===== src/rtl/clock_adjust_ctrl.sv =====
// Alarm clock counter-bank controller: cascades the 1 Hz tick into counter enables
// in run mode and turns button pulses into single up/down steps in adjust mode.
module clock_adjust_ctrl #(
  parameter int SEC_N = 60,
  parameter int MIN_N = 60,
  parameter int HR_N  = 24,
  parameter int SW    = 6,
  parameter int MW    = 6,
  parameter int HW    = 5
) (
  input  logic          clk,
  input  logic          reset,
  input  logic          tick_1hz,
  input  logic          btn_center,
  input  logic          btn_left,
  input  logic          btn_right,
  input  logic          btn_up,
  input  logic          btn_down,
  input  logic [SW-1:0] sec_count,
  input  logic [MW-1:0] min_count,
  input  logic [HW-1:0] hr_count,
  output logic          en_sec,
  output logic          en_min,
  output logic          en_hr,
  output logic          en_amin,
  output logic          en_ahr,
  output logic          up_down,
  output logic [4:0]    mode_led
);

  // One-hot encoding chosen so the state register is the mode indicator itself.
  typedef enum logic [4:0] {
    RUN      = 5'b00001,
    ADJ_HR   = 5'b00010,
    ADJ_MIN  = 5'b00100,
    ADJ_AHR  = 5'b01000,
    ADJ_AMIN = 5'b10000
  } state_t;

  state_t r_state;
  logic   r_en_sec, r_en_min, r_en_hr, r_en_amin, r_en_ahr;
  logic   r_up_down;

  logic w_sec_last, w_min_last, w_move, w_step, w_unused_hr;

  assign w_sec_last = (sec_count == SW'(SEC_N - 1));
  assign w_min_last = (min_count == MW'(MIN_N - 1));
  assign w_move     = btn_left | btn_right;
  assign w_step     = btn_up ^ btn_down;

  // Hours never carry anywhere (no day counter), so the hours value is not consulted.
  assign w_unused_hr = ^{hr_count, HW'(HR_N - 1)};

  function automatic state_t ring_next(input state_t s);
    case (s)
      ADJ_HR:  return ADJ_MIN;
      ADJ_MIN: return ADJ_AHR;
      ADJ_AHR: return ADJ_AMIN;
      default: return ADJ_HR;
    endcase
  endfunction

  function automatic state_t ring_prev(input state_t s);
    case (s)
      ADJ_HR:   return ADJ_AMIN;
      ADJ_AMIN: return ADJ_AHR;
      ADJ_AHR:  return ADJ_MIN;
      default:  return ADJ_HR;
    endcase
  endfunction

  always_ff @(posedge clk) begin
    if (reset) begin
      r_state   <= RUN;
      r_en_sec  <= 1'b0;
      r_en_min  <= 1'b0;
      r_en_hr   <= 1'b0;
      r_en_amin <= 1'b0;
      r_en_ahr  <= 1'b0;
      r_up_down <= 1'b1;
    end else begin
      // NOTE: non-blocking defaults first; later assignments in this block override
      // them, so every enable is a one-cycle pulse and up_down simply holds.
      r_en_sec  <= 1'b0;
      r_en_min  <= 1'b0;
      r_en_hr   <= 1'b0;
      r_en_amin <= 1'b0;
      r_en_ahr  <= 1'b0;

      if (btn_center) begin
        // Mode change swallows any tick or step arriving in the same cycle.
        r_state <= (r_state == RUN) ? ADJ_HR : RUN;
      end else if (r_state == RUN) begin
        if (tick_1hz) begin
          r_en_sec  <= 1'b1;
          r_en_min  <= w_sec_last;
          r_en_hr   <= w_sec_last & w_min_last;
          r_up_down <= 1'b1;
        end
      end else if (w_move) begin
        if (btn_right && !btn_left)
          r_state <= ring_next(r_state);
        else if (btn_left && !btn_right)
          r_state <= ring_prev(r_state);
      end else if (w_step) begin
        r_up_down <= btn_up;
        case (r_state)
          ADJ_HR:   r_en_hr   <= 1'b1;
          ADJ_MIN:  r_en_min  <= 1'b1;
          ADJ_AHR:  r_en_ahr  <= 1'b1;
          ADJ_AMIN: r_en_amin <= 1'b1;
          default:  ;
        endcase
      end
    end
  end

  assign en_sec   = r_en_sec;
  assign en_min   = r_en_min;
  assign en_hr    = r_en_hr;
  assign en_amin  = r_en_amin;
  assign en_ahr   = r_en_ahr;
  assign up_down  = r_up_down;
  assign mode_led = r_state;

endmodule

===== config.mk =====
export PLATFORM = sky130hd
export DESIGN_NAME = clock_adjust_ctrl
export DESIGN_NICKNAME = d
export VERILOG_FILES = /design/src/rtl/clock_adjust_ctrl.sv
export SDC_FILE = /design/constraint.sdc
export NUM_CORES = 1
export LEC_CHECK = 0
export CELL_PAD_IN_SITES_DETAIL_PLACEMENT = 1
export CELL_PAD_IN_SITES_GLOBAL_PLACEMENT = 2
export CORE_MARGIN = 2
export CORE_UTILIZATION = 21
export CTS_CLUSTER_DIAMETER = 200
export DETAILED_ROUTE_END_ITERATION = 10
export GPL_ROUTABILITY_DRIVEN = 0
export MAX_ROUTING_LAYER = met4
export PLACE_DENSITY_LB_ADDON = 0.1
export REMOVE_ABC_BUFFERS = 1
export SETUP_SLACK_MARGIN = 0.5
export SLEW_MARGIN = 10
export SYNTH_ARGS = -nofsm -noshare
export SYNTH_HDL_FRONTEND = slang
export SYNTH_SLANG_ARGS = --single-unit

===== constraint.sdc =====
create_clock -name clk -period 4.13 [get_ports clk]
set_clock_uncertainty 0.2 [all_clocks]
set_input_delay 0.6195 -clock clk [delete_from_list [all_inputs] [get_ports clk]]
set_output_delay 0.6195 -clock clk [all_outputs]
set_load 0.02 [all_outputs]

Yosys cells after proc, flatten, opt, wreduce, memory -nomap -nowiden
Index checks and enable logic that the tools add are counted.
{"block": "op_classes", "eq_ne": 10, "muxes": 25, "n_bitwise": 6, "n_reduce_logical": 12}
{"operator": "one-hot mux 5 bit (3 select lines)", "n": 2}
{"operator": "2-to-1 mux 5 bit", "n": 5}
{"operator": "2-to-1 mux 1 bit", "n": 17}
{"operator": "equality test 6 bit, second input constant", "n": 2}
{"operator": "equality test 5 x 1 -> 1 bit, second input constant", "n": 1}
{"operator": "equality test 5 x 2 -> 1 bit, second input constant", "n": 1}
{"operator": "equality test 5 x 3 -> 1 bit, second input constant", "n": 1}
{"operator": "equality test 5 x 4 -> 1 bit, second input constant", "n": 1}
{"operator": "equality test 5 bit, second input constant", "n": 1}
{"operator": "OR reduction 5 bit", "n": 1}
{"operator": "!= test 2 bit, second input constant", "n": 2}
{"operator": "AND reduction 4 bit", "n": 1}
{"operator": "nonzero test 2 bit", "n": 2}
{"operator": "inverter 1 bit", "n": 3}
{"operator": "AND reduction 3 bit", "n": 1}
{"operator": "nonzero test 3 bit", "n": 1}
{"operator": "OR reduction 3 bit", "n": 1}
{"operator": "logical AND 1 bit", "n": 2}
{"operator": "zero test 1 bit", "n": 2}
{"operator": "2-to-1 mux 2 bit", "n": 1}
{"operator": "!= test 2 x 1 -> 1 bit, second input constant", "n": 1}
{"operator": "OR reduction 2 bit", "n": 1}
{"operator": "bitwise AND 1 bit", "n": 1}
{"operator": "bitwise OR 1 bit", "n": 1}
{"operator": "bitwise XOR 1 bit", "n": 1}
{"block": "word_totals", "regBits": 11, "out_inout_bits": 11, "word_cells": 60}

Depth between registers and ports, before layout
Gate-level depths: netlist of run 1.
{"block": "logic_depth", "depth_word": 7, "ltp_mapped": 5}

Worst setup path before layout of run 1
OpenSTA, ideal clock, no wires.
{"block": "synth_path", "path_kind": "input to register", "from": "input port btn_left", "to": "register r_en_hr (netlist: en_hr)", "t_arrival_ns": 1.797, "path_slack_ns": 2.045, "stages": 5, "path_buffers": 1, "path_cell_list": "buf_6 > or4_1 > a311oi_2 > nand2_1 > o32ai_2"}
{"block": "synth_between", "elab_chain_len": 3}
{"item": "start: declaration", "line": "15", "rtl": "input logic btn_left,"}
{"item": "bitwise OR 1 bit", "line": "48", "rtl": "assign w_move = btn_left | btn_right;"}
{"item": "2-to-1 mux 1 bit", "line": "100", "rtl": "end else if (w_move) begin"}
{"item": "2-to-1 mux 1 bit", "line": "93", "rtl": "end else if (r_state == RUN) begin"}
{"item": "end signal: assignment", "line": "97", "rtl": "r_en_hr <= w_sec_last & w_min_last;"}
{"item": "end: declaration", "line": "41", "rtl": "logic r_en_sec, r_en_min, r_en_hr, r_en_amin, r_en_ahr;"}
Every way passes these cells.
A chain may end at the register's enable or synchronous reset.

Worst setup path in the final report of run 1
{"block": "layout_path", "from": "input port btn_right", "to": "register r_en_hr (netlist: en_hr)"}
{"block": "layout_between", "elab_chain_len": 3}
{"item": "start: declaration", "line": "16", "rtl": "input logic btn_right,"}
{"item": "bitwise OR 1 bit", "line": "48"}
{"item": "2-to-1 mux 1 bit", "line": "100"}
{"item": "2-to-1 mux 1 bit", "line": "93"}
Every way passes these cells.

==> qor.yml, run 1 <==
start_kind: "input port"
start_util_pct: 21.6
worstMarginPinSlew_ns: 0.452
hold_buffers: 0
synth_edf_count: 0
ys_types: 30
rows: 20
power_density_nw_per_um2: 282
drt_pass1_iterations: 4
holdCritPathClass: "flip-flop to flip-flop"
fin_crit_sh_pct: 60.5
synthArstFlopShare_pct: 0
vias: 736
cts-root-buf: "clkbuf_4"
endpoint_kind: "flip-flop"
clkSinkCount: 11
ff2ff_path_depth: 4
synth_area_sq_um: 644
areaGrowthSynthToFinish_pct: 54.0
nets: 135
synth_area_leader_cell: "dfxtp_1"
path_max_fanout: 11
critical_path_class: "input port to flip-flop"
period_minus_slack_ns: 2.50
vias_per_cell: 5.18
synth-seq-area-share_pct: 34.2
die_h_um: 59.4
holdPathStages: 2
setup_viol: 0
yosys_warnings: 0
fmax_mhz: 400
boundaryPins: 36
path_clk_slew_ns: 0.07
min_to: "up_down"
die_area_sq_um: 3530
fin_util_pct: 33.3
grt_pass1_vias: 727
clk_path_buf_depth: 2
drv_slew: 0
final_common_cell: "clkdlybuf4s50_1"
p_leak_nw: 0.330
cts_buffers: 3
coreArea_sq_um: 2980
drive_gt1_share_pct: 5.50
grt_max_degree: 14
place_ws_ns: 1.32
ir_worst_vdd_mv: 0.136
dp_cells: 138
grt_setup_unrepaired: "false"
cts_tree: "yes"
syn_inst: 78
ys.flop_type: "dfxtp_1"
track_usage_pct: 13.1
drtAntennaViolNets: 0
n_antenna_cell: 0
cts_resized: 0
ys_ff_latch: 11
worstSkewPairLatency_ns: 0.27
port_buffers: 30
r2r_end: "en_hr"
finalSetupTns_ns: 0
synth.avg_cell_area_sq_um: 8.26
final_cell_mix: "clkdlybuf4s50_1 (30), dfxtp_1 (11), nor2_1 (10)"
hp-start: "up_down"
cap_violations: 0
drc: 0
relSlewSlack_pct: 69.8
worstPathRequired_ns: 4.12
htree_levels: 1
synth_area_leaders: "dfxtp_1 (34%), nand2b_1 (6.8%), nor2_1 (5.8%), o21ai_0 (5.4%), a21oi_1 (3.9%)"
finalHoldViolCount: 0
overflow: 0
synth_top_cell_area_share_pct: 34.2
grt_pass1_wl_um: 3310
setup_ws_ns: 1.63
finalWirelength_um: 1980
drtIter0Drc: 10
arrival_ns: 2.49
dpl.hpwl_um: 1580
run_status: "finished, final reports clean"
r2r_slack_ns: 2.07
instances_no_fill: 142
antenna_found_initial: 0
reg2reg_from: "mode_led[3]"
wl_per_cell_um: 14.0
cts_setup_buffers: 0
die_w_um: 59.4
==> how the worst max path moves through the flow <==
stage                        to        from  cells after the start
final                     en_hr   btn_right                      5
after global routing      en_hr   btn_right                      5
after CTS                 en_hr   btn_right                      5
after detailed placement  en_hr   btn_right                      5
after global placement    en_hr   btn_right                      5
after floorplan           en_hr  btn_center                      4
==> power breakdown <==
| part | total (W) | leakage, nW | switching [W] | internal (W) |
|---|---|---|---|---|
| Clock | 0.0000763 | 0.0150 | 0.0000389 | 0.0000374 |
| Sequential | 0.000122 | 0.0895 | 0.0000112 | 0.000111 |
| Combinational | 0.0000815 | 0.225 | 0.0000400 | 0.0000415 |
==> cell families after synthesis <==
kind of cell           share of synthesized area [%]
flip-flops                                      34.2
XOR/XNOR                                        4.08
buffers and inverters                           4.27
AND/OR/NAND/NOR                                 31.1
AO/OA/AOI/OAI                                   26.4
==> through the flow <==
step / total power, W / cell area, sq um / hold slack (ns)
after detailed placement: 0.000207 / 966 / 0.342
after floorplan: 0.000162 / 624 / 0.396
after global routing: 0.000302 / 992 / 0.381
final: 0.000280 / 992 / 0.346
after global placement: 0.000206 / 966 / 0.328
after CTS: 0.000288 / 992 / 0.351
==> registers in the layout, indices dropped and copies added, names as in the netlist <==
signal / flops
en_ahr: 1
en_amin: 1
en_hr: 1
en_min: 1
en_sec: 1
mode_led: 5
up_down: 1
==> layout make-up <==
| type | instances | area [sq um] |
|---|---|---|
| Clock buffer | 4 | 26.3 |
| Fill cell | 365 | 1990 |
| Timing Repair Buffer | 30 | 300 |
| Sequential cell | 11 | 220 |
| Multi-Input combinational cell | 62 | 397 |
| Tap cell | 33 | 41.3 |
| Inverter | 2 | 7.51 |
==> routing by layer <==
metal	wire (um)	track usage, %	part of all wire, %	up-vias
li1	-	-	-	358
met4	13	2.92	0.66	0
met5	0	-	0	-
met2	958	22.1	48	21
met3	103	4.59	5.2	2
met1	906	14.7	46	355
==> critical path, stage by stage <==
cell and delay, ns:
clkdlybuf4s50_1 0.60, or4_1 0.59, a311oi_2 0.30, nand2_1 0.13, o32ai_2 0.24
==> synthesized netlist by cell type, types with 2 or more instances <==
| master | instances |
|---|---|
| inv_1 | 2 |
| a32oi_1 | 2 |
| o22ai_1 | 2 |
| nor2_1 | 10 |
| a21oi_1 | 5 |
| nand3_1 | 2 |
| nand2b_1 | 7 |
| o21ai_0 | 7 |
| or4_1 | 2 |
| dfxtp_1 | 11 |
| a31oi_1 | 4 |
| xnor2_1 | 2 |
| nand3b_1 | 3 |
| nand2_1 | 3 |
(Power assumes the default switching activity.)
==> run 2, diff against run 1 <==
CORE_UTILIZATION = 19   (was 21)
clock period = 2.55 ns   (was 4.13 ns; I/O delays follow)
==> run 2 against run 1 <==
Against the previous run: design area grew 7.9%; clock power rose by 66%; final cell count increased by 13%; via count down 3.1%; first-iteration DRC count is 10% higher; critical path type is now flip-flop to primary output; largest cell class unchanged.
==> qor.yml, run 2 (synthesis results as in run 1) <==
top_usage_layer: "met2"  # unchanged
max_stage_delay_ns: 0.61  # was 0.60 ns
drtAntennaViolNets: 0  # unchanged
cts-root-buf: "clkbuf_4"  # unchanged
reg2reg_from: "mode_led[1]"  # was mode_led[3]
overflow: 0  # unchanged
worstMarginPinSlew_ns: 0.372  # was 0.452 ns
track_usage_pct: 12.2  # was 13.1%
rows: 21  # was 20
r2r_slack_ns: 0.67  # was 2.07 ns
grt_pass1_vias: 809  # was 727
hp-start: "reset"  # was up_down
worstSkewPairLatency_ns: 0.27  # about the same
grt_max_degree: 14  # unchanged
fin_crit_sh_pct: 77.4
grtUsageMet1_pct: 14.4  # was 14.7%
grt_setup_unrepaired: "false"  # unchanged
port_buffers: 30  # unchanged
wl_per_cell_um: 12.6  # was 14.0 um
start_kind: "flip-flop"  # was input port
arrival_ns: 1.39  # was 2.49 ns
drive_gt1_share_pct: 13.9  # was 5.50%
grt_use_met3_pct: 2.17  # was 4.59%
clk_path_buf_depth: 2  # unchanged
areaGrowthSynthToFinish_pct: 66.2  # was 54.0%
coreArea_sq_um: 3280  # was 2980 sq um
drt_pass1_iterations: 4  # unchanged
multiInputGateArea_sq_um: 404  # was 397 sq um
timing.critical_path.buf_inv: 2  # was 1
cap_violations: 0  # unchanged
holdPathStages: 2  # unchanged
cts_buffers: 3  # unchanged
vias_per_cell: 4.43  # was 5.18
run_status: "finished, final reports clean"  # unchanged
path_max_fanout: 8  # was 11
nets: 141  # was 135
p_leak_nw: 0.389  # was 0.330 nW
grt_pass1_wl_um: 3640  # was 3310 um
cts_tree: "yes"  # unchanged
final_cell_mix: "clkdlybuf4s50_1 (27), nor2_1 (9), dfxtp_1 (9)"  # was clkdlybuf4s50_1 (30), dfxtp_1 (11), nor2_1 (10)
htree_levels: 1  # unchanged
finalWirelength_um: 2040  # was 1980 um
n_antenna_cell: 0  # unchanged
die_h_um: 62.2  # was 59.4 um
boundaryPins: 36  # unchanged
critical_path_class: "flip-flop to primary output"  # was input port to flip-flop
startpoint: "mode_led[3]"  # was btn_right
power_density_nw_per_um2: 436  # was 282 nW/um^2
fin_util_pct: 32.6  # was 33.3%
drtIter0Drc: 11  # was 10
num-fill-cells: 410  # was 365
vias: 713  # was 736
drv_slew: 0  # unchanged
ir_worst_vdd_mv: 0.159  # was 0.136 mV
register_area_sq_um: 223  # was 220 sq um
cp_slowest_cell: "clkdlybuf4s50_1"  # unchanged
stdcell_area_sq_um: 1070  # was 992 sq um
clkSinkCount: 11  # unchanged
finalHoldWorstSlack_ns: 0.278  # was 0.346 ns
path_clk_slew_ns: 0.07  # about the same
cp.depth: 2  # was 5
postPlaceCellArea_sq_um: 1020  # was 966 sq um
start_util_pct: 19.6  # was 21.6%
ff2ff_path_depth: 4  # unchanged
r2r_end: "en_hr"  # unchanged
finalSetupTns_ns: 0  # unchanged
antenna_found_initial: 0  # unchanged
fmax_mhz: 506
cp_top_family: "buffers and inverters"  # was simple AND/OR/NAND/NOR gates
endpoint: "mode_led[3]"  # was en_hr
finalHoldViolCount: 0  # unchanged
dpl.hpwl_um: 1650  # was 1580 um
relSlewSlack_pct: 75.0  # was 69.8%
worstPathRequired_ns: 1.97  # was 4.12 ns
largest_reg_flops: 5  # unchanged
period_minus_slack_ns: 1.97
die_area_sq_um: 3870  # was 3530 sq um
crit_chain: "buf_4 > clkdlybuf4s50_1"  # was clkdlybuf4s50_1 > or4_1 > a311oi_2 > nand2_1 > o32ai_2
drc: 0  # unchanged
endpoint_kind: "primary output"  # was flip-flop
die_w_um: 62.2  # was 59.4 um
setup_viol: 0  # unchanged
holdCritPathClass: "input port to flip-flop"  # was flip-flop to flip-flop
final_common_cell: "clkdlybuf4s50_1"  # unchanged
grtUsageMet2_pct: 20.0  # was 22.1%
run 2: changes by cell type in the layout (fill, tap and decap cells not counted), sizes merged:
cell / previous run / this run
buf: 0 / 6
clkdlybuf4s50: 30 / 27
dlymetal6s2s: 0 / 3
run 2: repair_timing:
item,in CTS,in global routing
buffers inserted,1,0
resized for setup,2,6
endpoints found under the hold margin,0,0
hold buffers,0,0
setup endpoints to repair,2,5
pin swaps,1,3
run 2: stage by stage:
step	power, W	setup slack [ns]	std cells
detailed placement	0.000342	0.204	156
floorplan	0.000262	0.692	75
global route	0.000491	0.498	161
CTS	0.000474	0.506	161
finish	0.000467	0.576	161
global placement	0.000342	0.166	156
run 2: how the worst min path moves through the flow:
stage	endpoint
floorplan	mode_led[3]
CTS	up_down
global placement	up_down
global route	mode_led[1]
finish	mode_led[3]
detailed placement	up_down
run 2: final cells by class:
type                       count  area share (%)
inverter                       2           0.701
sequential                    11            20.8
tap                           46            5.37
multi-input combinational     62            37.7
clock buffer                   4            2.45
timing repair buffer          36            32.9
run 2: report_power, final:
part           total [W]  switching, W  internal (W)  leakage [nW]
clock           0.000127     0.0000668     0.0000606        0.0150
combinational   0.000141     0.0000670     0.0000743         0.284
sequential      0.000198     0.0000173      0.000181        0.0895
total           0.000467      0.000151      0.000316         0.389
run 2: routing by layer:
metal  vias to the layer above  share of wire (%)
li1                        364                  -
met1                       333                 45
met2                        14                 50
met3                         2                3.7
met4                         0               0.93
met5                         -                  0
